## src/rtl/fw_pkg.sv

```systemverilog
// Shared definitions for the blocked Floyd-Warshall tile scheduler:
// phase encodings, scheduler FSM states and tile geometry defaults.
package fw_pkg;

   // fw phase select encodings
   localparam logic [1:0] PH_SELF = 2'b00;
   localparam logic [1:0] PH_ROW  = 2'b01;
   localparam logic [1:0] PH_COL  = 2'b10;
   localparam logic [1:0] PH_DBL  = 2'b11;

   // 8 rows x 2 words of 64 bits per 8x8 tile
   localparam int FW_WORDS_PER_TILE = 16;

   typedef enum logic [1:0] {
      ST_IDLE  = 2'd0,
      ST_ISSUE = 2'd1,
      ST_DRAIN = 2'd2,
      ST_FIN   = 2'd3
   } fw_state_e;

   // Width of a block index; a one-tile matrix still needs a 1-bit port.
   function automatic int idx_width(input int nb);
      return (nb > 1) ? $clog2(nb) : 1;
   endfunction

endpackage

```

## src/rtl/fw_retire_cnt.sv

```systemverilog
// Counts fw output words modulo WORDS_PER_TILE and pulses retire on the
// last word of each tile. Words arriving while disabled (nothing in
// flight) are dropped and do not advance the count.
module fw_retire_cnt
   import fw_pkg::*;
#(
   parameter int WORDS_PER_TILE = FW_WORDS_PER_TILE
)(
   input  logic clk,
   input  logic reset_n,
   input  logic en,
   input  logic out_valid,
   output logic retire
);

   localparam int            CW     = (WORDS_PER_TILE > 1) ? $clog2(WORDS_PER_TILE) : 1;
   localparam int            LAST_I = WORDS_PER_TILE - 1;
   localparam logic [CW-1:0] LAST   = CW'(LAST_I);

   logic [CW-1:0] word_cnt;
   logic          count_en;

   assign count_en = out_valid & en;
   assign retire   = count_en && (word_cnt == LAST);

   // word counter, wraps to zero on the tile's last word
   always_ff @(posedge clk or negedge reset_n) begin
      if (!reset_n) begin
         word_cnt <= '0;
      end else if (retire) begin
         word_cnt <= '0;
      end else if (count_en) begin
         word_cnt <= word_cnt + 1'b1;
      end
   end

endmodule

```

## src/rtl/fw_tile_sched.sv

```systemverilog
// Tile scheduler for blocked Floyd-Warshall. For each pivot block k it
// issues the self, row, column and doubly-dependent tiles in order, holds
// a barrier between phases until every issued tile has retired, and caps
// the number of tiles in flight at MAX_OUT.
module fw_tile_sched
   import fw_pkg::*;
#(
   parameter int  NB             = 4,
   parameter int  WORDS_PER_TILE = FW_WORDS_PER_TILE,
   parameter int  MAX_OUT        = 2,
   localparam int IW             = idx_width(NB)
)(
   input  logic          clk,
   input  logic          reset_n,
   input  logic          start,
   output logic          busy,
   output logic          done,
   output logic [1:0]    phase,
   output logic          tile_valid,
   input  logic          tile_ready,
   output logic [IW-1:0] tile_i,
   output logic [IW-1:0] tile_j,
   output logic [IW-1:0] tile_k,
   input  logic          inhibit,
   input  logic          out_valid
);

   localparam int            OW      = $clog2(MAX_OUT + 1);
   localparam logic [OW-1:0] MAX_X   = OW'(MAX_OUT);
   localparam logic [IW:0]   NB_X    = (IW + 1)'(NB);
   localparam logic [IW-1:0] K_LAST  = IW'(NB - 1);
   localparam logic [IW-1:0] IDX_ONE = IW'(1);

   fw_state_e     state_q, state_d;
   logic [1:0]    ph_q, ph_d;
   logic [IW-1:0] ti_q, ti_d;
   logic [IW-1:0] tj_q, tj_d;
   logic [IW-1:0] tk_q, tk_d;
   logic          tv_q, tv_d;
   logic [OW-1:0] outst_q, outst_d;

   logic          accept;
   logic          retire;
   logic          can_raise;
   logic          last_tile;
   logic [IW-1:0] first_nk;
   logic [IW:0]   ni_x;
   logic [IW:0]   nj_x;

   // Next block index after x, stepping over the pivot k. The extra bit
   // lets the caller see running off the end of the row/column.
   function automatic logic [IW:0] next_skip(input logic [IW-1:0] x,
                                             input logic [IW-1:0] k);
      logic [IW:0] n;
      n = {1'b0, x} + 1'b1;
      if (n == {1'b0, k}) begin
         n = n + 1'b1;
      end
      return n;
   endfunction

   assign accept   = tv_q & tile_ready;
   assign first_nk = (tk_q == '0) ? IDX_ONE : '0;
   assign ni_x     = next_skip(ti_q, tk_q);
   assign nj_x     = next_skip(tj_q, tk_q);

   fw_retire_cnt #(
      .WORDS_PER_TILE (WORDS_PER_TILE)
   ) u_retire (
      .clk       (clk),
      .reset_n   (reset_n),
      .en        (outst_q != '0),
      .out_valid (out_valid),
      .retire    (retire)
   );

   // in-flight count: accept adds one, retire removes one, both cancel
   always_comb begin
      outst_d = outst_q;
      if (accept && !retire) begin
         outst_d = outst_q + 1'b1;
      end else if (!accept && retire) begin
         outst_d = outst_q - 1'b1;
      end
   end

   // a new descriptor may only be raised with room in the pipeline
   assign can_raise = (outst_d < MAX_X) && !inhibit;

   // next-state, index walk and descriptor-valid generation
   always_comb begin
      state_d   = state_q;
      ph_d      = ph_q;
      ti_d      = ti_q;
      tj_d      = tj_q;
      tk_d      = tk_q;
      tv_d      = tv_q && !accept;
      last_tile = 1'b0;
      case (state_q)
         ST_IDLE: begin
            if (start) begin
               state_d = ST_ISSUE;
               ph_d    = PH_SELF;
               ti_d    = '0;
               tj_d    = '0;
               tk_d    = '0;
               tv_d    = !inhibit;
            end
         end
         ST_ISSUE: begin
            if (accept) begin
               case (ph_q)
                  PH_SELF: last_tile = 1'b1;
                  PH_ROW: begin
                     if (nj_x >= NB_X) last_tile = 1'b1;
                     else              tj_d      = nj_x[IW-1:0];
                  end
                  PH_COL: begin
                     if (ni_x >= NB_X) last_tile = 1'b1;
                     else              ti_d      = ni_x[IW-1:0];
                  end
                  default: begin
                     if (nj_x < NB_X) begin
                        tj_d = nj_x[IW-1:0];
                     end else if (ni_x < NB_X) begin
                        ti_d = ni_x[IW-1:0];
                        tj_d = first_nk;
                     end else begin
                        last_tile = 1'b1;
                     end
                  end
               endcase
               if (last_tile) begin
                  state_d = ST_DRAIN;
                  tv_d    = 1'b0;
               end else begin
                  tv_d    = can_raise;
               end
            end else if (!tv_q) begin
               tv_d = can_raise;
            end
         end
         ST_DRAIN: begin
            if (outst_q == '0) begin
               state_d = ST_ISSUE;
               tv_d    = !inhibit;
               if (ph_q == PH_DBL || NB == 1) begin
                  if (tk_q == K_LAST) begin
                     state_d = ST_FIN;
                     tv_d    = 1'b0;
                  end else begin
                     ph_d = PH_SELF;
                     tk_d = tk_q + IDX_ONE;
                     ti_d = tk_q + IDX_ONE;
                     tj_d = tk_q + IDX_ONE;
                  end
               end else begin
                  ph_d = ph_q + 2'd1;
                  case (ph_q)
                     PH_SELF: begin
                        ti_d = tk_q;
                        tj_d = first_nk;
                     end
                     PH_ROW: begin
                        ti_d = first_nk;
                        tj_d = tk_q;
                     end
                     default: begin
                        ti_d = first_nk;
                        tj_d = first_nk;
                     end
                  endcase
               end
            end
         end
         ST_FIN: begin
            state_d = ST_IDLE;
         end
         default: begin
            state_d = ST_IDLE;
            tv_d    = 1'b0;
         end
      endcase
   end

   // scheduler state, descriptor and in-flight registers
   always_ff @(posedge clk or negedge reset_n) begin
      if (!reset_n) begin
         state_q <= ST_IDLE;
         ph_q    <= PH_SELF;
         ti_q    <= '0;
         tj_q    <= '0;
         tk_q    <= '0;
         tv_q    <= 1'b0;
         outst_q <= '0;
      end else begin
         state_q <= state_d;
         ph_q    <= ph_d;
         ti_q    <= ti_d;
         tj_q    <= tj_d;
         tk_q    <= tk_d;
         tv_q    <= tv_d;
         outst_q <= outst_d;
      end
   end

   assign busy       = (state_q != ST_IDLE);
   assign done       = (state_q == ST_FIN);
   assign phase      = ph_q;
   assign tile_valid = tv_q;
   assign tile_i     = ti_q;
   assign tile_j     = tj_q;
   assign tile_k     = tk_q;

endmodule

```

## config.mk

```make
export PLATFORM = sky130hd
export DESIGN_NAME = fw_tile_sched
export DESIGN_NICKNAME = d
export VERILOG_FILES = /design/src/rtl/fw_pkg.sv /design/src/rtl/fw_retire_cnt.sv /design/src/rtl/fw_tile_sched.sv
export SDC_FILE = /design/constraint.sdc
export NUM_CORES = 1
export LEC_CHECK = 0
export CAP_MARGIN = 10
export CORE_MARGIN = 2
export CORE_UTILIZATION = 35
export CTS_BUF_LIST = sky130_fd_sc_hd__clkbuf_4 sky130_fd_sc_hd__clkbuf_8
export DETAILED_ROUTE_END_ITERATION = 8
export RECOVER_POWER = 25
export SLEW_MARGIN = 20
export SYNTH_ARGS = -nofsm -noshare
export SYNTH_HDL_FRONTEND = slang
export SYNTH_HIERARCHICAL = 1
export SYNTH_SLANG_ARGS = --single-unit
```

## constraint.sdc

```tcl
create_clock -name clk -period 3.2 [get_ports clk]
set_input_delay 0.64 -clock clk [delete_from_list [all_inputs] [get_ports clk]]
set_output_delay 0.64 -clock clk [all_outputs]
set_load 0.02 [all_outputs]
```

==> metrics, run 1 <==
Seq/Total Area, Yosys=28.8%; Max Clk Rate=0.380 GHz; max-cap violations=0; Hold Path Class=flip-flop to flip-flop; Mean Syn Cell Area=8.68 µm²; ys async rst share=100%; GRT Overall Usage=15.9%; commonest non-fill, non-tap cell in the layout=inv_1; Design Power=about 1.7 mW; Longest Clk Path Bufs=2; initial detailed-routing violation count=about 90; Arrival @ worst endpoint=2.81 ns; Core Region=slightly above 0.004 mm²; worst skew pair latency=~0.26 ns; Warnings, synthesis=6; Die Y=69.0 µm; Total Wirelength=roughly 3400 µm; htree depth=1; Final Skew=between 0.0006 and 0.0007 ns; Initial Util=36.6%; pins over their slew limit=0; most frequent cells in the layout=inv_1 (19), ha_1 (18), dfrtp_1 (17), clkdlybuf4s50_1 (14), o21ai_0 (12); clock sinks=17; Crit Path Max Fanout=4; DRC=0; top sig layer=met4; first-pass GRT wire length=between 5000 and 6000 µm; DPL Wire Length=2670 µm; largest net degree at the start of global routing=18; number of placed I/O pins=17; syn_nets=194; WP data required=3.37 ns; nets=211; cts repair resizes=0; part of the cycle the worst path needs=82.3%; number of flops mapped to enable cells by yosys=0; WS Path Type=input pin to flip-flop; relative slew slack=45.0%; Post-CTS Setup Bufs=0; # rows=23; peak supply drop=0.370 mV; initial antenna violation count=0; vias in the first global route=1259; Initial DRT Pass Iterations=4; Crit. End Element=flip-flop; routed vias=1281; antenna viol nets, final=0; die area=0.00475 mm²; final setup vio count=0; GRT overflow=0; vias per cell=around 5.4; Worst Tran Pin Value=0.822 ns; PortBufs=16; RSZ-0062 raised after global routing=no; top_reg_cell synth=dfrtp_1; routability cong.=0.830; n_diodes=0; fraction of layout cells with a size suffix above 1=approximately 5.4%; # hold bufs at CTS=0; clock slew at reported path FFs=approximately 0.07 ns; DR WL met2=about 1700 µm; Syn Std Cell Area=0.00148 mm²; CP startpoint kind=input pin; DR WL met3=96 µm; CTS Buf Count=3; Clock Tree Root=clkbuf_8; static leakage=0.748 nW; Final Hold Violating Endpoints=0; CTS tree=built; Post-Syn Instances=170; fin crit period=2.63 ns; WL per Instance=about 14 µm; #FFs+latches synth=17; TNS Setup=0 ns; power per cell area=961 mW/mm²; Die X=69.0 µm; area growth from synthesis to layout=16.7%; status=finished, final reports clean; synth unique cells=47; met1 wire length=1570 µm
-- path summary, 6_finish.rpt --
path                                 startpoint              endpoint  slack (ns)  cells after the start
max                                   out_valid            tile_valid        0.57                      9
min                        u_retire/word_cnt[3]  u_retire/word_cnt[3]        0.51                      1
max reg2reg                          outst_q[0]            tile_valid        0.68                     11
min reg2reg                u_retire/word_cnt[3]  u_retire/word_cnt[3]        0.51                      1
max in group asynchronous               reset_n             tile_k[0]        1.77                      1
min in group asynchronous               reset_n            outst_q[0]        0.92                      1
-- synthesized netlist by cell type (all sizes together), types with 2 or more instances --
| master | instances | area share, % |
|---|---|---|
| dfrtp | 17 | 29 |
| a31oi | 2 | 1.3 |
| ha | 18 | 15 |
| a221oi | 2 | 1.2 |
| o211ai | 3 | 1.5 |
| nand2 | 10 | 2.7 |
| a311oi | 2 | 1.2 |
| mux2i | 3 | 2.0 |
| nor2b | 5 | 2.1 |
| nor3 | 4 | 1.4 |
| nand4 | 2 | 0.85 |
| a21oi | 8 | 2.7 |
| nor3b | 6 | 3.1 |
| nand3 | 8 | 2.7 |
| nand2b | 2 | 0.85 |
| or2 | 2 | 0.85 |
| xor2 | 4 | 2.9 |
| clkbuf | 3 | 0.76 |
| o21ai | 12 | 4.1 |
| a22o | 2 | 1.2 |
| inv | 19 | 4.8 |
| mux2 | 5 | 4.1 |
| o22ai | 2 | 0.85 |
| a21o | 2 | 1.0 |
| nor2 | 9 | 2.3 |
| o31ai | 2 | 1.0 |
-- final cells by class --
cell class / count / area (µm²)
Fill cell: 404 / 2310
Clock inverter: 1 / 5.00
Inverter: 19 / 71.3
Clock buffer: 3 / 41.3
Tap cell: 50 / 62.6
Timing Repair Buffer: 16 / 160
Sequential cell: 17 / 425
Multi-Input combinational cell: 130 / 957
-- sequential cells by signal, summed over array words and instances, names as in the netlist --
register and cells:
state_q 2, tile_j 2, tile_k 2, outst_q 2, u_retire/word_cnt 4, phase 2, tile_i 2, tile_valid 1
-- critical path: stages --
cell and delay, ns:
dlygate4sd3_1 0.57, nand2_1 0.12, nor2_1 0.20, inv_1 0.06, ha_1 0.23, a221oi_1 0.39, nand3_1 0.14, or2_2 0.32
o221ai_1 0.14
-- kinds of logic after synthesis --
kind of cell	count (synthesis)	share of synthesized area, %
fa+ha+maj	18	15.3
simple gates	53	19.1
flops	17	28.8
xor+xnor	5	3.48
mux	8	6.10
buf+inv	23	5.93
compound gates	46	21.4
-- per-stage QoR --
stage	cells	instance area [µm²]	hold WS [ns]	util [%]	setup WS (ns)
2_1_floorplan	170	1480	0.344	-	0.865
3_3_place_gp	232	1680	0.475	41.8	0.518
3_5_place_dp	232	1680	0.498	41.8	0.379
4_1_cts	236	1730	0.513	42.9	0.658
5_1_grt	236	1720	0.537	42.8	0.365
6_report	236	1720	0.509	42.8	0.568
-- metal layers --
metal,up-vias,track usage (%)
li1,644,-
met1,610,20.4
met2,22,27.8
met3,5,1.95
met4,0,5.15
met5,-,0
-- power breakdown --
part	leakage [nW]	switching, mW	internal, mW
logic	0.502	0.601	0.476
registers	0.221	0.109	0.303
clock network	0.0255	0.0792	0.0866
total	0.748	0.789	0.866
Note: power is estimated with default switching activity, not from simulation.
==> run 2: changes to the inputs <==
- clock period: 3.2 -> 2.65 ns (I/O delays scaled with it)
==> run 2 against run 1 <==
Clock power increased by 19%. Core utilization up 0.90 points. First-iteration DRC count decreased by 30%. Largest cell class unchanged.
==> metrics, run 2 (synthesis results as in run 1) <==
cts repair resizes=0 (unchanged); CP peak stage delay=0.49 ns (-0.08 ns); power per cell area=1160 mW/mm² (+20%); PortBufs=16 (unchanged); area growth from synthesis to layout=19.2%; GRT overflow=0 (unchanged); routed vias=1299 (+1.4%); status=finished, final reports clean; worst slack, placed=0.00172 ns (-0.377 ns); nets=215 (+1.9%); vias per cell=5.41 (-0.28%); largest net degree at the start of global routing=18 (unchanged); Hold Path Class=flip-flop to flip-flop; critical path, cell by cell=ha_1, xor2_1, a311oi_1, nand2b_1, a2111o_1, mux2_1; n_diodes=0 (unchanged); initial detailed-routing violation count=62 (-30%); CP startpoint kind=flip-flop; clock slew at reported path FFs=0.07 ns (about the same); final setup vio count=0 (unchanged); Initial Util=36.6% (unchanged); Initial DRT Pass Iterations=4 (unchanged); htree depth=1 (unchanged); part of the cycle the worst path needs=92.3%; Final Hold Violating Endpoints=0 (unchanged); Final Core Density=43.7% (+0.90 points); Max Clk Rate=0.409 GHz; fraction of layout cells with a size suffix above 1=8.42% (+3.0 points); Crit. End Element=flip-flop; Post-CTS Setup Bufs=0 (unchanged); WL per Instance=14.5 µm (+0.74%); antenna viol nets, final=0 (unchanged); RSZ-0062 raised after global routing=no; Crit Path Max Fanout=4 (unchanged); Die Y=69.0 µm (unchanged); Arrival @ worst endpoint=2.59 ns (-0.22 ns); GRT Overall Usage=16.3% (+0.39 points); Final Skew=0.00297 ns (+0.00229 ns); WS Path Type=flip-flop to flip-flop; commonest non-fill, non-tap cell in the layout=inv_1; routability cong.=0.887 (+6.9%); Die X=69.0 µm (unchanged); # hold bufs at CTS=0 (unchanged); vias in the first global route=1248 (-0.87%); static leakage=0.773 nW (+3.2%); WP data required=2.79 ns (-0.58 ns); initial antenna violation count=0 (unchanged); first-pass GRT wire length=5750 µm (+2.2%); Clock Tree Root=clkbuf_8; CP Buf/Inv Count=0 (-2); Top reg by flops=u_retire/word_cnt; Longest Clk Path Bufs=2 (unchanged); Worst path slowest cell=a311oi_1; die area=0.00475 mm² (unchanged); peak supply drop=0.476 mV (+29%); relative slew slack=47.1% (+2.1 points); worst setup margin=0.203 ns (-0.365 ns); Core Region=0.00403 mm² (unchanged); pins over their slew limit=0 (unchanged); # rows=23 (unchanged); worst skew pair latency=0.26 ns (about the same); most frequent cells in the layout=inv_1 (19), ha_1 (18), dfrtp_1 (17), clkdlybuf4s50_1 (15), o21ai_0 (12); Total Wirelength=3480 µm (+2.4%); Hold WS=0.500 ns (-0.00832 ns); DPL Wire Length=2700 µm (+0.83%); max-cap violations=0 (unchanged); Fillers=406 (+0.50%); TNS Setup=0 ns (unchanged); Largest delay share family, worst path=compound AO/OA/AOI/OAI gates; Worst Tran Pin Value=0.791 ns (-0.0307 ns); DRC=0 (unchanged); max FFs per register=4 (unchanged); number of placed I/O pins=17 (unchanged); CTS Buf Count=3 (unchanged); fin crit period=2.45 ns; CTS tree=built; clock sinks=17 (unchanged)
==> run 2: changes by cell type in the layout (fill, tap and decap cells not counted) <==
cell	change
buf_4	+4
mux2_4	+1
nand2_1	-1
nand2_2	+1
dlygate4sd3_1	-1
clkdlybuf4s50_1	+1
mux2_1	-1
==> run 2: through the flow <==
step                      std cells  power [mW]  area, µm²
after global placement          236        1.79       1710
final                           240        2.04       1760
after global routing            240        2.23       1760
after CTS                       240        2.04       1760
after floorplan                 170        1.44       1480
after detailed placement        236        1.83       1710
==> run 2: path summary, 6_finish.rpt <==
kind / start / endpoint / slack [ns] / depth (start not counted)
min in group asynchronous: reset_n / u_retire/word_cnt[2] / 0.80 / 1
setup reg to reg: tile_i[1] / tile_i[0] / 0.20 / 6
max in group asynchronous: reset_n / tile_j[1] / 1.36 / 1
setup / recovery: tile_i[1] / tile_i[0] / 0.20 / 6
hold reg to reg: u_retire/word_cnt[3] / u_retire/word_cnt[3] / 0.50 / 1
hold / removal: u_retire/word_cnt[3] / u_retire/word_cnt[3] / 0.50 / 1
==> run 2: worst register-to-register path, stage by stage (launching register included) <==
cell and delay (ns):
dfrtp_1 0.41, ha_1 0.32, xor2_1 0.19, a311oi_1 0.49
nand2b_1 0.10, a2111o_1 0.48, mux2_1 0.33
==> run 2: layout make-up <==
cell class	count	area (µm²)	share of cell area, %
Clock inverter	1	5.00	0.284
Sequential cell	17	425	24.2
Inverter	19	71.3	4.05
Timing Repair Buffer	20	190	10.8
Multi-Input combinational cell	130	963	54.8
Clock buffer	3	41.3	2.35
Tap cell	50	62.6	3.56
==> run 2: power breakdown <==
| group | internal [mW] | leakage (nW) | total (mW) | switching (mW) |
|---|---|---|---|---|
| clock | 0.105 | 0.0255 | 0.198 | 0.0932 |
| sequential | 0.366 | 0.221 | 0.497 | 0.130 |
| combinational | 0.601 | 0.526 | 1.34 | 0.741 |
==> run 2: per-layer routing <==
metal	GRT usage [%]	vias to the layer above	share of wire [%]
met5	0	-	0
met4	6.86	0	1.6
met3	2.44	5	2.2
met2	28.0	15	50
met1	20.3	629	46
li1	-	650	-
==> run 3: changes to the inputs <==
- CORE_MARGIN: 2 -> 1.5
==> run 3 against run 2 <==
Total power about the same. Final cell count is the same. Combinational power hardly changed. Clock power hardly changed. Hold slack got worse by 0.011 ns. Critical path type unchanged. Critical endpoint is now state_q[0]. Largest power group unchanged. Highest routed layer unchanged.
==> metrics, run 3 (synthesis results as in run 1) <==
final non-filler cell total=240 (unchanged); CTS tree=built; Post-CTS Setup Bufs=0 (unchanged); # rows=23 (unchanged); Top reg by flops=u_retire/word_cnt; status=finished, final reports clean; Area after DPL=0.00171 mm² (unchanged); grt met3 use=2.63% (+0.20 points); final setup vio count=0 (unchanged); Final Skew=0.00256 ns (-0.000416 ns); Max Clk Rate=0.414 GHz (+1.4%); pins over their slew limit=0 (unchanged); vias in the first global route=1245 (-0.24%); Fillers=381 (-6.2%); M1 GR Usage=19.6% (-0.74 points); nets=215 (unchanged); worst slack, placed=0.0455 ns (+0.0438 ns); Initial Util=36.6% (unchanged); worst setup margin=0.237 ns (+0.0342 ns); part of the cycle the worst path needs=91.1% (-1.3 points); initial antenna violation count=0 (unchanged); clock sinks=17 (unchanged); most used routing layer=met2; max-cap violations=0 (unchanged); Clock Tree Root=clkbuf_8; area of the multi-input gates=963 µm² (unchanged); htree depth=1 (unchanged); GRT overflow=0 (unchanged); Hold Path Class=flip-flop to flip-flop; Final Hold Violating Endpoints=0 (unchanged); fraction of layout cells with a size suffix above 1=8.42% (unchanged); CP startpoint kind=flip-flop; most frequent cells in the layout=inv_1 (19), ha_1 (18), dfrtp_1 (17), clkdlybuf4s50_1 (15), o21ai_0 (12); commonest non-fill, non-tap cell in the layout=inv_1; Total Wirelength=3440 µm (-1.2%); first-pass GRT wire length=5580 µm (-2.9%); Worst Tran Pin Value=0.779 ns (-0.0127 ns); routability cong.=0.874 (-1.4%); area growth from synthesis to layout=19.2% (unchanged); n_diodes=0 (unchanged); critical path, cell by cell=inv_1, ha_1, xor2_2, a31oi_2, a221oi_1, buf_4, o31ai_1, mux2i_1; TNS Setup=0 ns (unchanged); Worst path slowest cell=dfrtp_1; WL per Instance=14.3 µm (-1.2%); # hold bufs at CTS=0 (unchanged); fin crit period=2.41 ns (-0.0342 ns); Largest delay share family, worst path=compound AO/OA/AOI/OAI gates; Initial DRT Pass Iterations=4 (unchanged); CP Buf/Inv Count=2 (+2); antenna viol nets, final=0 (unchanged); routed vias=1326 (+2.1%); Longest Clk Path Bufs=2 (unchanged); initial detailed-routing violation count=82 (+32%); static leakage=0.773 nW (unchanged); largest net degree at the start of global routing=18 (unchanged); Sequential Area=425 µm² (unchanged); Die X=68.0 µm (-1.5%); met2 usage=27.8% (-0.21 points); worst skew pair latency=0.26 ns (about the same); Design Power=2.04 mW (about the same); die area=0.00462 mm² (-2.9%); DRC=0 (unchanged); GRT Overall Usage=16.0% (-0.31 points); Die Y=68.0 µm (-1.5%); max FFs per register=4 (unchanged); Placed Cells=236 (unchanged); CP peak stage delay=0.46 ns (-0.03 ns); WS Path Type=flip-flop to flip-flop; Finished Cell Area=0.00176 mm² (unchanged); Arrival @ worst endpoint=2.58 ns (about the same); peak supply drop=0.380 mV (-20%); vias per cell=5.53 (+2.1%); Crit Path Max Fanout=7 (+3); RSZ-0062 raised after global routing=no; WP data required=2.82 ns (+0.03 ns); CTS Buf Count=3 (unchanged); clock slew at reported path FFs=0.07 ns (about the same); Core Region=0.00403 mm² (unchanged); power per cell area=1160 mW/mm² (about the same); number of placed I/O pins=17 (unchanged); relative slew slack=47.9% (+0.85 points); Crit. End Element=flip-flop; PortBufs=16 (unchanged); DPL Wire Length=2700 µm (+0.29%); cts repair resizes=0 (unchanged)
[run 3: cell counts in the layout (fill, tap and decap cells not counted)]
Identical to the previous run, type by type.
[run 3: per-stage QoR]
stage	util, %	hold slack [ns]
floorplan	-	0.234
global route	43.7	0.517
global placement	42.5	0.469
CTS	43.7	0.485
finish	43.7	0.490
detailed placement	42.5	0.469
[run 3: area by class of cell]
class	count	share of cell area [%]
Multi-Input combinational cell	130	54.8
Sequential cell	17	24.2
Timing Repair Buffer	20	10.8
Inverter	19	4.05
Tap cell	50	3.56
Clock buffer	3	2.35
Clock inverter	1	0.284
[run 3: worst register-to-register path, delay by kind of cell, from the launching register on]
kind,cells,cell delay (ns)
AO/OA/AOI/OAI,3,0.83
XOR/XNOR,1,0.18
adder cells (fa/ha/maj),1,0.34
buffers and inverters,2,0.25
flip-flops,1,0.46
multiplexers,1,0.27
[run 3: routing by layer]
layer / vias to the layer above / routed length [µm] / part of all wire [%]
li1: 652 / - / -
met1: 638 / 1520 / 44
met2: 29 / 1740 / 50
met3: 7 / 126 / 3.7
met4: 0 / 61 / 1.8
met5: - / 0 / 0
[run 3: where the power goes]
part	switching [mW]	total [mW]	internal (mW)
clock network	0.0924	0.197	0.105
logic	0.746	1.35	0.601
registers	0.126	0.493	0.366
total	0.965	2.04	1.07
[run 3: worst paths after layout]
path / end / slack (ns) / cells after the start / from
worst min register to register: u_retire/word_cnt[3] / 0.49 / 1 / u_retire/word_cnt[3]
min in group asynchronous: u_retire/word_cnt[2] / 0.79 / 1 / reset_n
worst max register to register: state_q[0] / 0.24 / 8 / tile_j[0]
max in group asynchronous: tile_i[0] / 1.37 / 1 / reset_n
worst min-delay path: u_retire/word_cnt[3] / 0.49 / 1 / u_retire/word_cnt[3]
worst max-delay path: state_q[0] / 0.24 / 8 / tile_j[0]
==> RTL change: new RTL, config.mk and constraints of run 3 <==
The 4 states of `fw_state_e` get a one-hot encoding in 4 bits.
--- a/src/rtl/fw_pkg.sv
+++ b/src/rtl/fw_pkg.sv
@@ -12,9 +12,9 @@
    localparam int FW_WORDS_PER_TILE = 16;
 
-   typedef enum logic [1:0] {
-      ST_IDLE  = 2'd0,
-      ST_ISSUE = 2'd1,
-      ST_DRAIN = 2'd2,
-      ST_FIN   = 2'd3
+   typedef enum logic [3:0] {
+      ST_IDLE  = 4'b0001,
+      ST_ISSUE = 4'b0010,
+      ST_DRAIN = 4'b0100,
+      ST_FIN   = 4'b1000
    } fw_state_e;
 
Check against the original RTL: no difference found for any inputs over 10 cycles, from zero or initial values and one cycle with reset_n low; not proved beyond that.
==> RTL change against run 3 <==
  * Die area up 7.9%
  * Sequential cell count rose by 2
  * Routed wire length increased by 0.67%
  * Count of clock-buffer cells in the layout increased by 1
  * Utilization fell by 1.3 points
  * Setup slack improved by 0.039 ns
  * Via count up 3.5%
  * Area after synthesis increased by 8.3%
  * Clock power rose by 12%
  * Sequential power fell by 2%
  * Critical path depth decreased by 6
  * Power fell by 28%
  * Final area up 5.5%
  * Critical path type is now register to output pin
==> RTL change: results (changes against run 3) <==
Yosys
  – Top post-synthesis cells by area: dfrtp_1 28%, ha_1 11%, nand2_1 4.0% (was dfrtp_1 29%, ha_1 15%, inv_1 4.8%)
  – Count of mapped cells out of synthesis: 177 (was 170)
  – Proportion of register bits with asynchronous set or reset after synthesis: 100% (unchanged)
  – Most frequent cells after synthesis: 18 x dfrtp_1, 17 x nand2_1, 15 x nor2_1, 14 x ha_1, 13 x inv_1 (was 19 x inv_1, 18 x ha_1, 17 x dfrtp_1, 12 x o21ai_0)
  – Synth Net Count: 197 (was 194)
  – Fraction of the yosys area taken by sequential cells: 29.8% (was 28.8%)
  – Netlist cell types: 57 (was 47)
  – Ys Warns: 6 (unchanged)

Finish
  – Diode count: 0 (unchanged)
  – Share of post-route cells with drive strength above 1: 12.3% (was 8.42%)
  – Filler Cells Inserted: 435 (was 381)
  – Net count of the finished layout: 216 (was 215)

Min path
  – Type of the tightest min-delay check: register to register (unchanged)

Global route
  – All-Layer GR Usage: 14.6% (was 16.0%)
  – First-pass GRT wire length: 5870 um (was 5580 um)
  – Maximum number of pins on one net before global-route repair: 20 (was 18)
  – Vias in the first global route: 1291 (was 1245)

Detailed routing
  – M1 wire length: 1710 um (was 1520 um)
  – 1st-iter DRT viols: 94 (was 82)
  – Final routed wire length divided by cell count: 14.0 um (was 14.3 um)
  – Met2 layer wire length in the routed design: 1550 um (was 1740 um)
  – Total length of routed met3 wires: 155 um (was 126 um)
  – Detailed-route wire length: 3460 um (was 3440 um)
  – Number of iterations in the first detailed-routing pass: 4 (unchanged)
  – Via count: 1373 (was 1326)

Setup path
  – Maximum fanout encountered on the critical timing path: 8 (was 7)
  – Arrival time worst endpoint: 1.84 ns (was 2.58 ns)
  – Reg-to-reg critical path endpoint: tile_i[1] (was state_q[0])
  – Startpoint of the most critical register-to-register path: tile_i[0] (was tile_j[0])
  – Depth of the worst register-to-register path: 7 (was 8)
  – Setup slack, reg-to-reg: 0.35 ns (was 0.24 ns)

Timing
  – Slew headroom: 25.7% (was 47.9%)
  – Largest clock skew in the final design: 0.00828 ns (was 0.00256 ns)

Place
  – Half-perimeter wire length after detailed placement: 2590 um (was 2700 um)
  – Placed cell count: 243 (was 236)
  – Routability cong.: 0.805 (was 0.874)

Power and ir drop
  – Leak Pwr: 0.771 nW (was 0.773 nW)
  – Maximum VDD drop: 0.566 mV (was 0.380 mV)

Outcome
  – Result of the run: complete, no violations (unchanged)
RTL change: cell types whose count changed in the layout (fill, tap and decap cells not counted), sizes merged, moves of 3 or more:
cell / delta
nand2: +9
ha: -4
nor2: +7
inv: -6
nor4b: +3
nor2b: -4
RTL change: logic make-up after synthesis:
family | share of synthesized area (%)
AOI/OAI and AO/OA | 21.2
adders and majority gates | 11.0
DFF | 29.8
buffers and inverters | 5.71
xor gates and xnor gates | 3.21
muxes | 5.32
and+or+nand+nor | 23.8
RTL change: worst max-delay path by stage:
| stage | start | end | slack (ns) | depth (start not counted) |
|---|---|---|---|---|
| finish | state_q[1] | done | 0.28 | 2 |
| global route | state_q[1] | done | 0.15 | 2 |
| CTS | state_q[1] | done | 0.24 | 2 |
| floorplan | tile_i[0] | tile_i[1] | 0.37 | 7 |
| global placement | out_valid | tile_valid | 0.38 | 9 |
| detailed placement | out_valid | tile_valid | 0.29 | 9 |
RTL change: report_power, final:
group	leakage, nW	internal [mW]	total, mW	switching [mW]
registers	0.252	0.375	0.483	0.108
clock network	0.0262	0.117	0.220	0.103
logic	0.492	0.362	0.764	0.402
total	0.771	0.855	1.47	0.613
RTL change: worst max-delay path, stage by stage (launching register included):
cell	delay, ns
dfrtp_1	0.49
nor4b_1	0.41
clkdlybuf4s50_1	0.68
RTL change: area by class of cell:
cell class,instances,area (um2),share of cell area (%)
Multi-Input combinational cell,139,1030,55.5
Timing Repair Buffer,20,186,10.0
Clock buffer,4,48.8,2.63
Sequential cell,19,477,25.7
Tap cell,52,65.1,3.50
Inverter,13,48.8,2.63
RTL change: metal layers:
layer,global-route usage (%),up-vias
li1,-,675
met1,20.2,653
met2,23.2,37
met3,3.28,8
met4,3.77,0
met5,0,-
RTL change: through the flow:
step,hold WS (ns),instance area (um2),setup slack (ns)
finish,0.484,1860,0.276
global route,0.520,1860,0.154
CTS,0.485,1860,0.238
detailed placement,0.467,1810,0.290
global placement,0.479,1810,0.379
floorplan,0.234,1600,0.369
